File: config.mk
export PLATFORM = sky130hd
export DESIGN_NAME = sclk_note_player
export DESIGN_NICKNAME = d
export VERILOG_FILES = /design/src/rtl/sclk_note_player.sv
export SDC_FILE = /design/constraint.sdc
export NUM_CORES = 1
export LEC_CHECK = 0
export ABC_AREA = 1
export ABC_CLOCK_PERIOD_IN_PS = 2600
export CAP_MARGIN = 10
export CORE_MARGIN = 2
export CORE_UTILIZATION = 58
export DETAILED_ROUTE_END_ITERATION = 8
export PLACE_DENSITY = 0.91
export SETUP_SLACK_MARGIN = 0.2
export SYNTH_ARGS = -nofsm -noshare
export SYNTH_HDL_FRONTEND = slang
export SYNTH_SLANG_ARGS = --single-unit
File: constraint.sdc
create_clock -name CLK -period 2.6 [get_ports CLK]
set_clock_uncertainty 0.2 [all_clocks]
set_input_delay 0.39 -clock CLK [delete_from_list [all_inputs] [get_ports CLK]]
set_output_delay 0.39 -clock CLK [all_outputs]
set_load 0.005 [all_outputs]
File: src/rtl/sclk_note_player.sv
// Timed square-wave note player: accepts {half-period, duration} by valid/ready,
// plays the tone for dur ticks, inserts a silent gap, then pulses note_done.
//
// state | meaning
// IDLE  | waiting for a note, note_ready high
// PLAY  | toggling sclk every mc_r+1 cycles, counting dur_r ticks down
// GAP   | sclk held low, counting GAP_TICKS ticks down
module sclk_note_player #(
    parameter int TICK_DIV  = 100000,
    parameter int GAP_TICKS = 10
) (
    input  logic        CLK,
    input  logic        RST,
    input  logic [15:0] note_maxcount,
    input  logic [7:0]  note_dur,
    input  logic        note_valid,
    output logic        note_ready,
    output logic        sclk,
    output logic        busy,
    output logic        note_done
);

    localparam int PW = $clog2(TICK_DIV);
    localparam int GW = $clog2(GAP_TICKS + 2);
    localparam logic [PW-1:0] PRESC_LAST = PW'(TICK_DIV - 1);
    localparam logic [GW-1:0] GAP_LOAD   = GW'(GAP_TICKS);

    typedef enum logic [1:0] {IDLE, PLAY, GAP} state_t;

    state_t        state;
    logic [15:0]   mc_r;
    logic [15:0]   hp_cnt;
    logic [7:0]    dur_r;
    logic [PW-1:0] presc;
    logic [GW-1:0] gap_cnt;
    logic          tick;

    assign tick       = (presc == PRESC_LAST);
    assign note_ready = (state == IDLE);
    assign busy       = (state != IDLE);

    always_ff @(posedge CLK or posedge RST) begin
        if (RST) begin
            state     <= IDLE;
            mc_r      <= '0;
            hp_cnt    <= '0;
            dur_r     <= '0;
            presc     <= '0;
            gap_cnt   <= '0;
            sclk      <= 1'b0;
            note_done <= 1'b0;
        end else begin
            note_done <= 1'b0;
            case (state)
                IDLE: begin
                    if (note_valid) begin
                        mc_r    <= note_maxcount;
                        dur_r   <= note_dur;
                        hp_cnt  <= '0;
                        presc   <= '0;
                        gap_cnt <= GAP_LOAD;
                        sclk    <= 1'b0;
                        if (note_dur != 8'd0) begin
                            state <= PLAY;
                        end else if (GAP_TICKS != 0) begin
                            state <= GAP;
                        end else begin
                            state     <= IDLE;
                            note_done <= 1'b1;
                        end
                    end
                end
                PLAY: begin
                    presc <= tick ? '0 : presc + 1'b1;
                    if (mc_r == 16'd0) begin
                        hp_cnt <= '0;
                        sclk   <= 1'b0;
                    end else if (hp_cnt == mc_r) begin
                        hp_cnt <= '0;
                        sclk   <= ~sclk;
                    end else begin
                        hp_cnt <= hp_cnt + 16'd1;
                    end
                    if (tick) begin
                        dur_r <= dur_r - 8'd1;
                        if (dur_r == 8'd1) begin
                            // last tick of the note: silence wins over any pending toggle
                            sclk    <= 1'b0;
                            hp_cnt  <= '0;
                            presc   <= '0;
                            gap_cnt <= GAP_LOAD;
                            if (GAP_TICKS != 0) begin
                                state <= GAP;
                            end else begin
                                state     <= IDLE;
                                note_done <= 1'b1;
                            end
                        end
                    end
                end
                GAP: begin
                    presc <= tick ? '0 : presc + 1'b1;
                    sclk  <= 1'b0;
                    if (tick) begin
                        gap_cnt <= gap_cnt - 1'b1;
                        if (gap_cnt == GW'(1)) begin
                            state     <= IDLE;
                            note_done <= 1'b1;
                        end
                    end
                end
                default: state <= IDLE;
            endcase
        end
    end

endmodule

# After elaboration in Yosys (flattened, before gate mapping)
# Cells that the tools add are included.
word_totals:
  regBits: 65
op_classes:
  add_sub_neg: 4
  eq_ne: 11
  n_bitwise: 1
  n_reduce_logical: 12
  n_mux: 35
ops:
  columns: ["op", "n"]
  rows:
  - ["$mux 16", 5]
  - ["$mux 17", 4]
  - ["$pmux 17 s3", 1]
  - ["$pmux 16 s2", 1]
  - ["$add 17x1->17 const B", 1]
  - ["$eq 17x17->1 const B", 1]
  - ["$add 16x1->16 const B", 1]
  - ["$eq 16x16->1", 1]
  - ["$logic_not 16->1", 1]
  - ["$mux 4", 4]
  - ["$mux 8", 2]
  - ["$pmux 8 s2", 1]
  - ["$mux 2", 6]
  - ["$pmux 4 s3", 1]
  - ["$ne 2x2->1 const B", 5]
  - ["$reduce_and 5->1", 2]
  - ["$eq 8x1->1 const B", 1]
  - ["$mux 1", 8]
  - ["$reduce_bool 8->1", 1]
  - ["$sub 8x1->8 const B", 1]
  - ["$pmux 2 s3", 1]
  - ["$reduce_and 2->1", 3]
  - ["$eq 4x1->1 const B", 1]
  - ["$reduce_bool 2->1", 2]
  - ["8 further kinds", 8]

# Logic depth before layout (Yosys ltp)
# Gate-level depths: netlist of the first run.
logic_depth:
  depth_word: 6
  depth_mapped: 12
  depth_no_buf: 12

# Least setup slack after synthesis of the first run
# Ideal clock, no wire load.
synth_timing:
  path_type: "reg2reg"
  from: "reg state[0]"
  to: "reg hp_cnt[12]"
  required_ps: 2264
  stages_incl_launch_ff: 11
  n_path_buf: 0
  period_less_slack_ps: 1986
  setup_slack_ps: 614
  arrival_time_ps: 1651
  path_cell_list: "dfrtp_1 > inv_1 > ha_1 > nand2_1 > o21ai_4 > nand3_4 > nor2_4 > nand2_1 > nor2_1 > xor2_1 > a21oi_1"
synth_via:
  elab_chain_cells: 3
  word_cells_on_any_way: 6
  cone_classes: "eq/ne: 2; mux: 1; reduce/logical: 3"
synth_rtl:
  columns: ["element", "line_no", "rtl"]
  rows:
  - ["from (decl)", "30", "state_t state;"]
  - ["from (signal assigned)", "44", "state <= IDLE;"]
  - ["from (signal assigned)", "64", "state <= PLAY;"]
  - ["from (signal assigned)", "66", "state <= GAP;"]
  - ["$logic_not 2->1 *", null, null]
  - ["via note_ready", "17", "output logic note_ready,"]
  - ["$ne 2x2->1 (no source line) / $reduce_bool 2->1 (equally long branches)", null, null]
  - ["$reduce_and 2->1 (no source line)", null, null]
  - ["to (signal assigned)", "82", "hp_cnt <= hp_cnt + 16'd1;"]
  - ["to (decl)", "32", "logic [15:0] hp_cnt;"]
# The timed path passes the listed nets; every way through them passes the cells marked *.
# A chain may end at the register's enable or synchronous reset.

# Final worst setup path of the first run
layout_timing:
  from: "reg state[0]"
  to: "out note_ready"
layout_via:
  elab_chain_cells: 1
layout_rtl:
  columns: ["element", "line_no", "rtl"]
  rows:
  - ["$logic_not 2->1", "39", "assign note_ready = (state == IDLE);"]
  - ["to (decl)", "17", null]
# No other way between the ends.

==> flow_metrics.env, run 1 <==
export IMPL_crit_path_max_fanout=6
export IMPL_initial_core_util=0.599
export IMPL_antenna_cells=0
export IMPL_peakVddDrop_uv=669
export IMPL_worstPathCellList="inv_1 -> ha_2 -> clkdlybuf4s50_1"
export IMPL_end_kind="primary output"
export IMPL_crit_arrival_ns=1.69
export IMPL_cts_root_buffer="clkbuf_8"
export IMPL_cts_buffers=9
export IMPL_timing_fmax_ghz=0.438
export IMPL_synthesis_area_um2=3780
export IMPL_drt_vias_per_instance=5.52
export IMPL_post_route_drc_count=0
export IMPL_drt_first_iter_violations=264
export IMPL_grt_use_total=0.263
export IMPL_critical_path_class="reg2out"
export IMPL_slew_headroom=0.661
export IMPL_placed_cell_area_um2=4200
export IMPL_nets=603
export IMPL_port_buffers=30
export IMPL_firstDrtPassIters=5
export IMPL_power_internal_mw=2.30
export IMPL_stdcell_area_um2=4430
export IMPL_dieHeight_um=84.8
export IMPL_yosysWarnings=0
export IMPL_comb_power_share=0.442
export IMPL_powerDensity_nw_per_um2=913
export IMPL_fillers=515
export IMPL_globalRouteOverflowTotal=0
export IMPL_synth_top_area_frac=0.430
export IMPL_crit_buf_inv=2
export IMPL_route_antenna_remaining_nets=0
export IMPL_row_count=29
export IMPL_clkTransAtPathRegs_ns=0.07
export IMPL_p_clk_frac=0.192
export IMPL_synth_edff_count=0
export IMPL_avgSynthCellArea_um2=7.22
export IMPL_cts_buffer_depth=2
export IMPL_finalPower_mw=4.05
export IMPL_hold_viol=0
export IMPL_synthesis_nets=561
export IMPL_ys_async_sr_fraction=1.00
export IMPL_hpwl_um=6150
export IMPL_slew_viol_final=0
export IMPL_synth_largest_area_cell="dfrtp_1"
export IMPL_drive_above_1_share=0.0771
export IMPL_ys_flop_type="dfrtp_1"
export IMPL_fin_crit_ns=2.28
export IMPL_rsz0062_at_grt="false"
export IMPL_cp_start_kind="flop"
export IMPL_grt_pass1_vias=3575
export IMPL_p_leak_nw=2.13
export IMPL_drt_wl_total_um=8680
export IMPL_status="completed"
export IMPL_grt_pass1_wl_um=15200
export IMPL_ys_top_cells_by_count="nand2_1 (144), inv_1 (75), dfrtp_1 (65)"
export IMPL_stdcell_count=648
export IMPL_h_tree_depth=3
export IMPL_crit_required_ns=2.01
export IMPL_switching_share=0.430
export IMPL_tns_ns=0
export IMPL_switchingPower_mw=1.74
export IMPL_yosysUniqueCellTypes=33
export IMPL_area_delta_synth_final_pct=17.1
export IMPL_period_share=0.879
export IMPL_coreArea_um2=6310
export IMPL_antenna_found_initial=0
export IMPL_seqPwrFrac=0.366
export IMPL_synth_area_leaders="dfrtp_1 (43%), nand2_1 (14%), inv_1 (7.4%)"
export IMPL_grt_max_degree=66
export IMPL_cpMaxStageDelayCell="clkdlybuf4s50_1"
export IMPL_clk_latency_ns=0.35
export IMPL_tightest_slew_ns=0.504
export IMPL_crit_family="buffers and inverters"
export IMPL_setup_viol=0
export IMPL_cts_tree="done"
export IMPL_ys_seq_area_frac=0.430
export IMPL_netlist_instances=524
export IMPL_ios=31
export IMPL_worst_path_largest_cell_delay_ns=0.57
export IMPL_synth_most_common_cell="nand2_1"
export IMPL_wl_per_cell_um=13.4
export IMPL_die_area_um2=7190
export IMPL_die_x_um=84.8
export IMPL_gp_congestion=0.917
export IMPL_cts_sinks=65
export IMPL_hold_path_class="in2async"
export IMPL_num_vias=3574
export IMPL_ys_ff_latch=65
export IMPL_numPlacedInstances=628
export IMPL_maxCapViolations=0
-- power by group through the flow --
stage | registers [mW] | clock network (mW) | logic (mW)
floorplan | 1.43 | 0 | 1.22
detailed placement | 1.49 | 0 | 1.65
global route | 1.51 | 0.831 | 2.06
CTS | 1.48 | 0.784 | 1.67
finish | 1.48 | 0.777 | 1.79
global placement | 1.48 | 0 | 1.57
-- sequential cells by signal, indices dropped and copies added (netlist names) --
register	cells
presc	17
gap_cnt	4
sclk	1
dur_r	8
hp_cnt	16
note_done	1
mc_r	16
state	2
-- what timing repair did --
| action | 4_1_cts | 5_1_grt |
|---|---|---|
| hold buffers | 0 | 0 |
| gates resized for setup | 0 | 5 |
| buffers inserted | 0 | 4 |
| endpoints found under the setup margin | 0 | 19 |
-- layout make-up --
type / count / area [µm²] / area share
repair buffers: 38 / 385 / 0.0870
well taps: 77 / 96.3 / 0.0217
multi-input cells: 374 / 1860 / 0.419
clock inverters: 3 / 15.0 / 0.00339
flip-flops and latches: 65 / 1630 / 0.367
clock buffers: 13 / 159 / 0.0359
inverters: 78 / 293 / 0.0661
-- cell families (layout without fill, tap and decap cells) --
group,Yosys count,in the layout,synth area share
XOR/XNOR,13,13,0.0301
AO/OA/AOI/OAI,75,75,0.109
AND/OR/NAND/NOR,276,276,0.314
buffers and inverters,85,132,0.0846
flip-flops,65,65,0.430
adder cells (fa/ha/maj),10,10,0.0331
-- layer usage --
layer | up-vias | share of wire | global-route usage | wire [µm]
met4 | 0 | 0.025 | 0.133 | 216
met1 | 1683 | 0.43 | 0.324 | 3750
li1 | 1747 | - | - | -
met2 | 125 | 0.49 | 0.444 | 4220
met5 | - | 0 | 0 | 0
met3 | 19 | 0.057 | 0.0472 | 496
-- stage by stage --
step                      utilization  hold slack, ns  worst slack [ns]
after floorplan                     -           0.273             0.384
after global placement          0.665           0.292             0.264
after detailed placement        0.665           0.305             0.193
after CTS                       0.692           0.245             0.213
after global routing            0.702           0.280             0.246
final                           0.702           0.226             0.316
-- worst register-to-register path, delay by kind of cell, from the launching register on --
family / cells / cell delay (ns)
simple gates: 9 / 1.08
fa+ha+maj: 1 / 0.23
buf+inv: 1 / 0.06
compound gates: 1 / 0.08
flops: 1 / 0.42
-- cells in the final DEF (no fill, tap or decap), drive strengths merged, types with 3 or more instances in the layout --
cell           count
a21oi             20
and3               5
buf                8
clkbuf            13
clkdlybuf4s50     30
clkinv             3
dfrtp             65
ha                10
inv               78
nand2            149
nand3             34
nand4              7
nor2              67
nor3              11
o21ai             46
o31ai              3
xor2              11
-- final timing paths --
check | start | endpoint | slack (ns) | cells after the start
max in group asynchronous | RST | mc_r[11] | 1.70 | 3
max reg2reg | presc[0] | hp_cnt[15] | 0.47 | 12
min in group CLK | dur_r[5] | dur_r[5] | 0.32 | 2
min | RST | presc[5] | 0.23 | 3
min reg2reg | dur_r[5] | dur_r[5] | 0.32 | 2
max | state[0] | note_ready | 0.32 | 3
Power figures use the tool's default switching activity.
==> inputs of run 2 (changes only) <==
--- a/config.mk
+++ b/config.mk
@@ -6,9 +6,9 @@
 export NUM_CORES = 1
 export LEC_CHECK = 0
 export ABC_AREA = 1
-export ABC_CLOCK_PERIOD_IN_PS = 2600
+export ABC_CLOCK_PERIOD_IN_PS = 2500
 export CAP_MARGIN = 10
-export CORE_MARGIN = 2
+export CORE_ASPECT_RATIO = 2
 export CORE_UTILIZATION = 58
 export DETAILED_ROUTE_END_ITERATION = 8
 export PLACE_DENSITY = 0.91
==> constraint.sdc (replaced) <==
create_clock -name CLK -period 2.5 [get_ports CLK]
set_clock_uncertainty 0.2 [all_clocks]
set_input_delay 0.375 -clock CLK [delete_from_list [all_inputs] [get_ports CLK]]
set_output_delay 0.375 -clock CLK [all_outputs]
set_load 0.005 [all_outputs]
==> run 2 against run 1 <==
- utilization up 1.4 points
- critical endpoint unchanged
- worst hold slack worse by 0.073 ns
- critical path depth unchanged
- sequential share of layout area down 0.71 points
- highest routed layer unchanged
- largest cell class unchanged
- sequential power up 5%
- combinational power up 3%
- power up 12%
- wire length up 3.9%
==> flow_metrics.env, run 2 (synthesized netlist as in run 1, its figures left out) <==
export IMPL_tightest_slew_ns=0.551
export IMPL_hold_path_class="in2async"
export IMPL_final_common_cell="nand2_1"
export IMPL_cts_tree="done"
export IMPL_stdcell_count=655
export IMPL_drt_vias_per_instance=5.48
export IMPL_h_tree_depth=3
export IMPL_clkTransAtPathRegs_ns=0.05
export IMPL_top_layer="met4"
export IMPL_p_leak_nw=2.16
export IMPL_status="completed"
export IMPL_num_vias=3592
export IMPL_wl_per_cell_um=13.8
export IMPL_grt_pass1_vias=3680
export IMPL_dieHeight_um=116
export IMPL_power_internal_mw=2.67
export IMPL_maxCapViolations=0
export IMPL_drt_first_iter_violations=243
export IMPL_hpwl_um=6750
export IMPL_coreArea_um2=6310
export IMPL_cts_buffers=9
export IMPL_setup_viol=0
export IMPL_drt_met1_wl_um=3180
export IMPL_numPlacedInstances=640
export IMPL_die_x_um=59.1
export IMPL_wl_met2_um=5030
export IMPL_firstDrtPassIters=5
export IMPL_cts_buffer_depth=2
export IMPL_grt_use_total=0.295
export IMPL_antenna_cells=0
export IMPL_grt_max_degree=36
export IMPL_row_count=41
export IMPL_drive_above_1_share=0.0738
export IMPL_top_register="presc"
export IMPL_p_clk_frac=0.250
export IMPL_drt_wl_total_um=9020
export IMPL_powerDensity_nw_per_um2=1000
export IMPL_crit_required_ns=1.92
export IMPL_largest_reg_flops=17
export IMPL_stdcell_area_um2=4520
export IMPL_switchingPower_mw=1.85
export IMPL_end_kind="primary output"
export IMPL_nets=603
export IMPL_gp_congestion=0.873
export IMPL_cts_root_buffer="clkbuf_16"
export IMPL_grt_pass1_wl_um=15200
export IMPL_peakVddDrop_uv=636
export IMPL_placed_cell_area_um2=4230
export IMPL_mostFrequentLayoutCells="nand2_1 (143), inv_1 (73), dfrtp_1 (65)"
export IMPL_initial_core_util=0.600
export IMPL_post_route_drc_count=0
export IMPL_seqPwrFrac=0.342
export IMPL_largest_registers="presc: 17 flops, hp_cnt: 16 flops, mc_r: 16 flops"
export IMPL_crit_path_max_fanout=6
export IMPL_switching_share=0.409
export IMPL_die_area_um2=6870
export IMPL_ios=31
export IMPL_tns_ns=0
export IMPL_route_antenna_remaining_nets=0
export IMPL_timing_fmax_ghz=0.447
export IMPL_fin_crit_ns=2.24
export IMPL_globalRouteOverflowTotal=0
export IMPL_crit_arrival_ns=1.66
export IMPL_port_buffers=30
export IMPL_wl_met3_um=314
export IMPL_clk_latency_ns=0.33
export IMPL_slew_headroom=0.630
export IMPL_area_delta_synth_final_pct=19.4
export IMPL_dp_slack_ns=0.220
export IMPL_period_share=0.896
export IMPL_slew_viol_final=0
export IMPL_cts_hold_buf=0
export IMPL_comb_power_share=0.407
export IMPL_critical_path_class="reg2out"
export IMPL_cts_sinks=65
export IMPL_rsz0062_at_grt="true"
export IMPL_antenna_found_initial=0
export IMPL_setup_slack_ns=0.260
export IMPL_hold_viol=0
export IMPL_cp_start_kind="flop"
[run 2: cell types whose count changed in the layout (fill, tap and decap cells not counted), sizes merged]
| cell | change |
|---|---|
| clkbuf | +1 |
| clkinv | -3 |
[run 2: layout make-up]
class / instances / area, µm²
fillers: 489 / 1790
multi-input cells: 374 / 1850
well taps: 86 / 108
inverters: 78 / 293
flip-flops and latches: 65 / 1630
clock buffers: 14 / 264
repair buffers: 38 / 373
[run 2: critical path, stage by stage (launching register included)]
cell	delay [ns]
dfrtp_1	0.43
inv_1	0.10
ha_2	0.26
clkdlybuf4s50_1	0.54
[run 2: final timing paths]
check,from,to,slack (ns),cells past startpoint
setup / recovery,state[1],note_ready,0.26,3
hold / removal,RST,mc_r[5],0.15,2
setup reg to reg,state[1],hp_cnt[12],0.35,10
hold reg to reg,presc[1],presc[1],0.33,2
max in group asynchronous,RST,mc_r[13],1.40,3
min in group CLK,presc[1],presc[1],0.33,2
[run 2: metrics by stage]
step                      hold slack (ns)  utilization  power (mW)
final                               0.153        0.716        4.52
after global routing                0.181        0.716        4.84
after CTS                           0.158        0.713        4.47
after detailed placement            0.306        0.670        3.32
after global placement              0.293        0.670        3.23
after floorplan                     0.273            -        2.76
[run 2: what timing repair did]
action / CTS / global route
pin swaps: 0 / 1
endpoints found under the setup margin: 3 / 14
resized for setup: 1 / 5
buffers inserted: 0 / 1
[run 2: metal layers]
layer  vias to the layer above  global-route usage
met5                         -                   0
met4                         0               0.210
met3                        49              0.0554
met2                       111               0.543
met1                      1689               0.280
li1                       1743                   -
[run 2: power groups by stage]
stage	clock (mW)	combinational [mW]	sequential (mW)
CTS	1.14	1.79	1.55
finish	1.13	1.84	1.55
detailed placement	0	1.76	1.56
global route	1.19	2.07	1.58
global placement	0	1.69	1.54
floorplan	0	1.27	1.49
==> inputs of run 3 (changes only) <==
--- a/config.mk
+++ b/config.mk
@@ -10,6 +10,7 @@
 export CAP_MARGIN = 10
 export CORE_ASPECT_RATIO = 2
 export CORE_UTILIZATION = 58
+export CTS_CLUSTER_SIZE = 40
 export DETAILED_ROUTE_END_ITERATION = 8
 export PLACE_DENSITY = 0.91
 export SETUP_SLACK_MARGIN = 0.2
==> results of run 3 <==
The final DEF is identical to that of run 2; final timing and power are the same.
